$ cat src/rtl/interp2_mac_sched.sv
// ---------------------------------------------------------------------------
// interp2_mac_sched: 2x interpolator tap scheduler for one shared MAC, with
// shadow/active coefficient banks. Optional macro: INTERP2_OVERRUN_CNT_EN.
// Revision: 1.0
// ---------------------------------------------------------------------------
`default_nettype none

module interp2_mac_sched (
  input  logic        sys_clk,
  input  logic        reset,
  input  logic        sam_clk_en,
  input  logic        coef_wr_en,
  input  logic [1:0]  coef_wr_addr,
  input  logic [17:0] coef_wr_data,
  input  logic        coef_swap,
  input  logic        overrun_clr,
  output logic [1:0]  tap_sel,
  output logic [17:0] coef,
  output logic        phase,
  output logic        acc_clr,
  output logic        acc_en,
  output logic        y_valid,
  output logic        busy,
  output logic        swap_pending,
  output logic        overrun,
  output logic [7:0]  overrun_cnt
);

  localparam logic [17:0] RST_COEF0 = -18'sd4744;
  localparam logic [17:0] RST_COEF1 = 18'sd0;
  localparam logic [17:0] RST_COEF2 = 18'sd37451;
  localparam logic [17:0] RST_COEF3 = 18'sd65536;

  typedef enum logic [2:0] {
    S_IDLE = 3'd0,
    S_P0A  = 3'd1,
    S_P0B  = 3'd2,
    S_P0V  = 3'd3,
    S_P1A  = 3'd4,
    S_P1B  = 3'd5,
    S_P1V  = 3'd6
  } state_t;

  state_t      state_q, state_d;
  logic [17:0] shadow_q [4];
  logic [17:0] shadow_d [4];
  logic [17:0] active_q [4];
  logic [17:0] active_d [4];
  logic        swap_pending_q, swap_pending_d;
  logic        overrun_q, overrun_d;
  logic        sample_ignored;
  logic        swap_window;

  always_ff @(posedge sys_clk) begin
    if (reset) begin
      state_q        <= S_IDLE;
      shadow_q       <= '{RST_COEF0, RST_COEF1, RST_COEF2, RST_COEF3};
      active_q       <= '{RST_COEF0, RST_COEF1, RST_COEF2, RST_COEF3};
      swap_pending_q <= 1'b0;
      overrun_q      <= 1'b0;
    end else begin
      state_q        <= state_d;
      shadow_q       <= shadow_d;
      active_q       <= active_d;
      swap_pending_q <= swap_pending_d;
      overrun_q      <= overrun_d;
    end
  end

  // Sequencer: even phase uses taps 0/2, odd phase taps 1/3.
  always_comb begin
    state_d = state_q;
    tap_sel = 2'd0;
    phase   = 1'b0;
    acc_clr = 1'b0;
    acc_en  = 1'b0;
    y_valid = 1'b0;
    busy    = (state_q != S_IDLE);
    case (state_q)
      S_IDLE: if (sam_clk_en) state_d = S_P0A;
      S_P0A: begin
        state_d = S_P0B;
        acc_clr = 1'b1;
        acc_en  = 1'b1;
      end
      S_P0B: begin
        state_d = S_P0V;
        tap_sel = 2'd2;
        acc_en  = 1'b1;
      end
      S_P0V: begin
        state_d = S_P1A;
        y_valid = 1'b1;
      end
      S_P1A: begin
        state_d = S_P1B;
        tap_sel = 2'd1;
        acc_clr = 1'b1;
        acc_en  = 1'b1;
      end
      S_P1B: begin
        state_d = S_P1V;
        tap_sel = 2'd3;
        acc_en  = 1'b1;
      end
      S_P1V: begin
        y_valid = 1'b1;
        phase   = 1'b1;
        state_d = sam_clk_en ? S_P0A : S_IDLE;
      end
      default: state_d = S_IDLE;
    endcase
  end

  assign sample_ignored = sam_clk_en && (state_q != S_IDLE) && (state_q != S_P1V);
  assign swap_window    = (state_q == S_IDLE) || (state_q == S_P1V);

  always_comb begin
    overrun_d = overrun_q;
    if (sample_ignored)   overrun_d = 1'b1;
    else if (overrun_clr) overrun_d = 1'b0;
  end

  // The copy takes the post-write shadow so a same-cycle write is included.
  always_comb begin
    shadow_d       = shadow_q;
    active_d       = active_q;
    swap_pending_d = swap_pending_q;
    if (coef_wr_en) shadow_d[coef_wr_addr] = coef_wr_data;
    if ((swap_pending_q || coef_swap) && swap_window) begin
      active_d       = shadow_d;
      swap_pending_d = 1'b0;
    end else if (coef_swap) begin
      swap_pending_d = 1'b1;
    end
  end

  assign coef         = active_q[tap_sel];
  assign swap_pending = swap_pending_q;
  assign overrun      = overrun_q;

`ifdef INTERP2_OVERRUN_CNT_EN
  logic [7:0] overrun_cnt_q, overrun_cnt_d;

  always_comb begin
    overrun_cnt_d = overrun_cnt_q;
    if (sample_ignored) begin
      if (overrun_cnt_q != 8'hFF) overrun_cnt_d = overrun_cnt_q + 8'd1;
    end else if (overrun_clr) begin
      overrun_cnt_d = 8'd0;
    end
  end

  always_ff @(posedge sys_clk) begin
    if (reset) overrun_cnt_q <= 8'd0;
    else       overrun_cnt_q <= overrun_cnt_d;
  end

  assign overrun_cnt = overrun_cnt_q;
`else
  assign overrun_cnt = 8'd0;
`endif

endmodule

`default_nettype wire
$ cat config.mk
export PLATFORM = sky130hd
export DESIGN_NAME = interp2_mac_sched
export DESIGN_NICKNAME = d
export VERILOG_FILES = /design/src/rtl/interp2_mac_sched.sv
export SDC_FILE = /design/constraint.sdc
export NUM_CORES = 1
export LEC_CHECK = 0
export CAP_MARGIN = 0
export CORE_ASPECT_RATIO = 1.75
export CORE_UTILIZATION = 60
export CTS_CLUSTER_DIAMETER = 100
export DETAILED_ROUTE_END_ITERATION = 10
export DONT_BUFFER_PORTS = 1
export PLACE_DENSITY = 0.79
export SYNTH_ARGS = -nofsm -noshare
export SYNTH_HDL_FRONTEND = slang
export SYNTH_SLANG_ARGS = --single-unit
$ cat constraint.sdc
create_clock -name sys_clk -period 1.8 [get_ports sys_clk]
set_input_delay 0.36 -clock sys_clk [delete_from_list [all_inputs] [get_ports sys_clk]]
set_output_delay 0.36 -clock sys_clk [all_outputs]
set_load 0.02 [all_outputs]
==> impl_metrics.sql <==
INSERT INTO impl_metrics (metric_group, metric, value, unit) VALUES
('outcome', 'status', 'finished with violations', ''),
('outcome', 'failed_checks', 'hold timing, setup timing', ''),
('floorplan', 'width_of_the_die', '79.54', 'µm'),
('floorplan', 'std_cell_rows', '49', ''),
('sta', 'final-hold-violation-count', '1', ''),
('setup_path', 'critPathArrivalTime', '2.05', 'ns'),
('grt', 'grtUsageMet3', '6.026', '%'),
('pwr', 'power_frac_clock', '41.4', '%'),
('setup_path', 'library_cell_contributing_the_largest_single_delay_on_the_critical_path', 'sky130_fd_sc_hd__a2111oi_4', ''),
('grt', 'grt_pass1_wl', '26.45', 'mm'),
('sta', 'finalSetupViolations', '24', ''),
('routing', 'count_of_antenna_violating_nets_left_after_detailed_routing', '0', ''),
('floorplan', 'core_area', '10240', 'µm²'),
('pwr', 'vdd_ir_drop_max', '0.9598', 'mV'),
('worst_hold_path', 'worst_hold_path_type', 'primary input to flop', ''),
('grt', 'grt-busiest-layer', 'met2', ''),
('pwr', 'reported_net_switching_power', '2.467', 'mW'),
('sta', 'final.setup.worst_slack', '-0.6064', 'ns'),
('cts', 'cts.root.buffer_cell', 'sky130_fd_sc_hd__clkbuf_16', ''),
('place', 'post_dp_cell_area', '6773', 'µm²'),
('final_layout', 'diodes', '0', ''),
('yosys', 'synth_flop_cell', 'sky130_fd_sc_hd__dfxtp_1', ''),
('final_layout', 'fill_cells', '548', ''),
('sta', 'slew_viol_final', '0', ''),
('sta', 'grt_setup_unrepaired', 'true', ''),
('yosys', 'synth-seq-cells', '149', ''),
('setup_path', 'worst-endpoint-required', '1.44', 'ns'),
('place', 'gpl.final_weighted_congestion', '0.8481', ''),
('yosys', 'synth.avg_cell_area', '10.15', 'µm²'),
('setup_path', 'crit_chain', 'buf_6 -> nor3b_4 -> buf_6 -> buf_12 -> buf_12 -> a2111oi_4 -> a31oi_2 -> buf_4', ''),
('place', 'dp.final_hpwl', '9.358', 'mm'),
('floorplan', 'die-height', '137.7', 'µm'),
('pwr', 'internal-power', '6.609', 'mW'),
('final_layout', 'final_instance_area', '8040', 'µm²'),
('cts', 'insertion_delay', '0.42', 'ns'),
('setup_path', 'worst-r2r-setup-slack', '0.10', 'ns'),
('setup_path', 'slowest_delay', '0.35', 'ns'),
('cts', 'cts.clk_slew.worst_paths', '0.06', 'ns'),
('routing', 'via_per_inst', '6.482', ''),
('floorplan', 'initial_utilization', '61.65', '%'),
('cts', 'clk_path_buf_depth', '2', ''),
('grt', 'grt_remaining_overflow', '0', ''),
('grt', 'grt_start_max_net_pins', '151', ''),
('grt', 'initial_antenna_violation_count', '0', ''),
('pwr', 'power-per-cell-area', '1129', 'nW/µm²'),
('pwr', 'p_comb_share', '18.2', '%'),
('worst_hold_path', 'hold-path-cell-count', '1', ''),
('sta', 'fmaxAchievable', '0.4156', 'GHz'),
('grt', 'grt_util_met2', '57.26', '%'),
('setup_path', 'worstRegToRegCells', '5', ''),
('place', 'dp.cells', '755', ''),
('sta', 'final.hold.worst_slack', '-0.0006012', 'ns'),
('final_layout', 'seq_area', '2989', 'µm²'),
('yosys', 'synth-edff-count', '0', ''),
('yosys', 'ys.warnings.count', '0', ''),
('floorplan', 'die_area', '10950', 'µm²'),
('routing', 'drt_wl_total', '18.20', 'mm'),
('sta', 'min_period', '2.406', 'ns'),
('setup_path', 'crit_path_start_kind', 'flop', ''),
('final_layout', 'final_common_cell', 'sky130_fd_sc_hd__dfxtp_1', ''),
('final_layout', 'share_of_final_layout_standard_cells_stronger_than_drive_strength_1', '29.21', '%'),
('final_layout', 'flow.area_growth_from_synthesis', '27.37', '%'),
('grt', 'globalRouteTotalUtil', '32.47', '%'),
('final_layout', 'stdcell_count', '798', ''),
('final_layout', 'finish.net_count', '685', ''),
('setup_path', 'maximum_fanout_along_the_worst_path', '6', ''),
('yosys', 'yosys.area.top_type', 'sky130_fd_sc_hd__dfxtp_1', ''),
('cts', 'cts_buffers', '17', ''),
('yosys', 'post_synth_inst_count', '622', ''),
('routing', 'route.vias.total', '5173', ''),
('sta', 'fin_worst_skew', '0.008113', 'ns');
-- layer usage --
metal  part of all wire [%]  wire [µm]
met1                     37       6685
met5                      0          0
met3                    6.4       1163
met4                    4.9        893
met2                     52       9462
-- Yosys cell counts, types with 2 or more instances --
library cell                instances
sky130_fd_sc_hd__buf_1              2
sky130_fd_sc_hd__inv_1              2
sky130_fd_sc_hd__buf_4             16
sky130_fd_sc_hd__buf_2             18
sky130_fd_sc_hd__clkbuf_1          20
sky130_fd_sc_hd__dfxtp_1          149
sky130_fd_sc_hd__nor3_1             2
sky130_fd_sc_hd__o21ai_0           15
sky130_fd_sc_hd__a31oi_1           14
sky130_fd_sc_hd__a211oi_2          30
sky130_fd_sc_hd__nand3b_1           3
sky130_fd_sc_hd__nor2_1            78
sky130_fd_sc_hd__or2_1              2
sky130_fd_sc_hd__a211oi_1          22
sky130_fd_sc_hd__nand2b_1          22
sky130_fd_sc_hd__a2111oi_0         13
sky130_fd_sc_hd__mux2i_1           84
sky130_fd_sc_hd__nor3b_2            2
sky130_fd_sc_hd__and3b_1           15
sky130_fd_sc_hd__a21oi_1           55
sky130_fd_sc_hd__nand2_1           15
sky130_fd_sc_hd__buf_6             12
sky130_fd_sc_hd__a22oi_1           20
-- registers in the layout (all words and copies together) (netlist names) --
| name | count |
|---|---|
| active_q | 72 |
| shadow_q | 72 |
| state_q | 3 |
| overrun | 1 |
| swap_pending | 1 |
-- how the worst min path moves through the flow --
stage | start | end | slack [ns]
finish | reset | active_q[36]$_SDFFE_PP0P_ | -0.0006
global route | reset | overrun$_SDFFE_PP0P_ | 0.0002
CTS | reset | overrun$_SDFFE_PP0P_ | 0.005
detailed placement | reset | overrun$_SDFFE_PP0P_ | 0.44
global placement | reset | overrun$_SDFFE_PP0P_ | 0.44
floorplan | shadow_q[70]$_SDFF_PP1_ | shadow_q[70]$_SDFF_PP1_ | 0.44
-- cells by family after synthesis --
family | Yosys count | synth area share (%)
other | 1 | 0.05941
xor gates and xnor gates | 3 | 0.8327
and+or+nand+nor | 144 | 11.56
DFF | 149 | 47.25
AOI/OAI and AO/OA | 171 | 20.08
buffers and inverters | 70 | 6.898
muxes | 84 | 13.32
-- critical path, delay by kind of cell (launching register included) --
| kind | cells | cell delay, ns |
|---|---|---|
| AND/OR/NAND/NOR | 1 | 0.15 |
| AO/OA/AOI/OAI | 2 | 0.42 |
| buffers and inverters | 5 | 0.70 |
| flip-flops | 1 | 0.33 |
-- repair_timing --
action                                  in CTS  in global routing
endpoints found under the setup margin      25                 40
gates resized for setup                     76                 32
pin swaps                                   15                 12
hold buffers                                 0                  0
setup buffers                                7                  7
endpoints found under the hold margin        0                  0
cloned                                       3                  0
-- power groups by stage --
| stage | clock, mW | sequential [mW] | combinational, mW |
|---|---|---|---|
| finish | 3.76 | 3.67 | 1.65 |
| detailed placement | 0 | 3.70 | 1.33 |
| global route | 3.90 | 3.69 | 1.72 |
| CTS | 3.75 | 3.65 | 1.52 |
| global placement | 0 | 3.69 | 1.30 |
| floorplan | 0 | 3.67 | 1.01 |
-- metrics by stage --
| step | total power, mW | setup TNS [ns] | util [%] | hold slack (ns) |
|---|---|---|---|---|
| after CTS | 8.912 | -9.523 | 76.74 | 0.005091 |
| after floorplan | 4.687 | 0 | - | 0.4415 |
| final | 9.076 | -10.57 | 78.53 | -0.0006012 |
| after detailed placement | 5.038 | -2.748 | 66.15 | 0.4433 |
| after global placement | 4.988 | -1.445 | 66.15 | 0.4429 |
| after global routing | 9.307 | -11.43 | 78.53 | 0.0001814 |
-- layout make-up --
type	count	share of cell area (%)
Timing Repair Buffer	79	10.74
Clock buffer	19	5.509
Tap cell	127	1.976
Multi-Input combinational cell	410	42.28
Sequential cell	149	37.18
Clock inverter	12	2.225
Inverter	2	0.09337
Power figures use the tool's default switching activity.
==> patch (same settings) <==
The option `INTERP2_OVERRUN_CNT_EN` is turned on by a define.
--- a/src/rtl/interp2_mac_sched.sv
+++ b/src/rtl/interp2_mac_sched.sv
@@ -4,6 +4,8 @@
 // Revision: 1.0
 // ---------------------------------------------------------------------------
 `default_nettype none
+
+`define INTERP2_OVERRUN_CNT_EN
 
 module interp2_mac_sched (
   input  logic        sys_clk,
Function: changed (Yosys sat finds a counterexample within 4 cycles, from zero or initial values and one cycle with reset high).
==> patch against the unedited design <==
  * The flow finishes with violations (negative setup slack)
  * Cell area fell by 14%
  * Synthesized area fell by 7.4%
  * Worst hold slack improved by 26 ps
  * Wire length fell by 16%
  * Sequential power rose by 7.4%
  * Worst setup slack improved by 250 ps
  * Sequential cell count rose by 8
  * Power fell by 2.6%
  * Critical path type unchanged
  * Largest cell class is now registers
  * Largest power group is now sequential cells
==> patch: results (changes against the unedited design) <==
Critical Path Max Stage Delay=580 ps (was 350 ps); Worst path slowest cell=mux4_2 (was a2111oi_4); Hold Path Class=input port to register (unchanged); M2 GR Usage=56.1% (was 57.3%); Synth area leaders=dfxtp_1, nand2_1, o22a_1, mux4_2, a21oi_1 (was dfxtp_1, mux2i_1, a211oi_2, nor2_1, a21oi_1); Pint=6.67 mW (was 6.61 mW); failing checks=negative setup slack (was negative hold slack, negative setup slack); Top Metal Used=met4 (unchanged); CTS Buf Count=17 (unchanged); WL/cell=21.3 microns (was 22.8 microns); metal2 WL=8110 microns (was 9460 microns); DR iter-0 viols=556 (was 487); syn nets=587; Port Buffer Count=0 (unchanged); met1 usage=32.3% (was 34.3%); synth cell count leaders=dfxtp_1, nand2_1, o22a_1, a21oi_1, a22o_1 (was dfxtp_1, mux2i_1, nor2_1, a21oi_1, a211oi_2); hold slack=25.9 ps (was -0.601 ps); CTS resizes=12 (was 76); met3 WL=966 microns (was 1160 microns); Final Skew=4.61 ps (was 8.11 ps); First-pass DRT Iterations=6 (was 5); slew margin rel.=between 50% and 60%; CP Max Fanout=5 (was 6); CP top delay family=multiplexers (was buffers and inverters); postcts setup bufs=5 (was 7); RePlAce Congestion=0.768 (was 0.848); sequential share of power=44.6% (was 40.4%); GR Util met3=7.79% (was 6.03%); share of cells above drive strength 1=18.1% (was 29.2%); layout net count=605 (was 685); met1 wire length=5540 microns (was 6690 microns); Distinct cells, synth=48 (was 34); final setup violation count=19 (was 24); Post-Route Setup TNS=-6210 ps (was -10,570 ps); vias in the first global route=4,784 (was 5,135); Via-to-Cell Ratio=6.35 (was 6.48); Synth warnings=0 (unchanged); FF-to-FF setup slack=70 ps (was 100 ps); ys async rst share=0% (unchanged); Seq/Total Area, Yosys=53.8% (was 47.3%); Synth area leader=dfxtp_1 (unchanged); cts hold-fix bufs=1 (was 0); Logic power comb=1.15 mW (was 1.65 mW); final worst setup slack=-359 ps (was -606 ps); DPL Wire Length=8740 microns (was 9360 microns); CTS root buffer=clkbuf_16 (unchanged); maximum VDD drop=914 uV (was 960 uV); status=complete, but fails checks (unchanged); clock slew at reported path FFs=60 ps (about the same); largest net degree at the start of global routing=64 (was 151); fillers=635 (was 548); gr usage total=30.8% (was 32.5%); Leak Pwr=2.84 nW (was 3.30 nW); Clock Tree Buf Depth=2 (unchanged); first-pass GRT wire length=23,800 microns (was 26,400 microns)
[patch: cell count changes in the layout (fill, tap and decap cells not counted), sizes merged, moves of 12 or more]
cell / unedited run / this run
nand2: 15 / 123
mux2i: 84 / 20
nor2: 78 / 17
a211oi: 52 / 0
o22a: 0 / 52
buf: 79 / 37
a22o: 0 / 21
a22oi: 20 / 0
nand2b: 22 / 2
mux4: 0 / 18
a2111oi: 14 / 0
a31oi: 14 / 0
and3b: 15 / 3
nand3: 1 / 13
[patch: final cells by class]
type                       count  area, sq um  area share, %
tap                          122          153           2.22
sequential                   157         3150           45.8
timing repair buffer          39          422           6.13
inverter                       4         17.5          0.255
clock inverter                12          168           2.44
multi-input combinational    359         2510           36.5
clock buffer                  20          457           6.64
[patch: cell families (layout without fill, tap and decap cells)]
family / Yosys count / count (layout) / synth area share [%]
simple gates: 177 / 178 / 13.2
flops: 157 / 157 / 53.8
compound gates: 139 / 139 / 17.8
buf+inv: 45 / 75 / 4.07
mux: 38 / 38 / 10.4
xor+xnor: 3 / 3 / 0.578
fa+ha+maj: 1 / 1 / 0.214
[patch: worst paths after layout]
path                      startpoint                   endpoint  cells past startpoint
max reg2reg  state_q[1]$_SDFFE_PP0P_  active_q[68]$_SDFFE_PP1P_                      6
min                            reset    state_q[2]$_SDFFE_PP0P_                      1
max          state_q[1]$_SDFFE_PP0P_                    coef[8]                      4
min reg2reg  shadow_q[22]$_SDFF_PP0_    shadow_q[22]$_SDFF_PP0_                      2
[patch: per-stage QoR]
stage	setup WS (ps)	instance area [sq um]	total power, mW	cells	util [%]
after global routing	-397	6880	9.10	713	72.6
after floorplan	-16.1	5890	4.83	560	-
after global placement	-132	6090	5.02	672	64.3
after detailed placement	-165	6090	5.07	672	64.3
final	-359	6880	8.84	713	72.6
after CTS	-383	6830	8.82	712	72.2
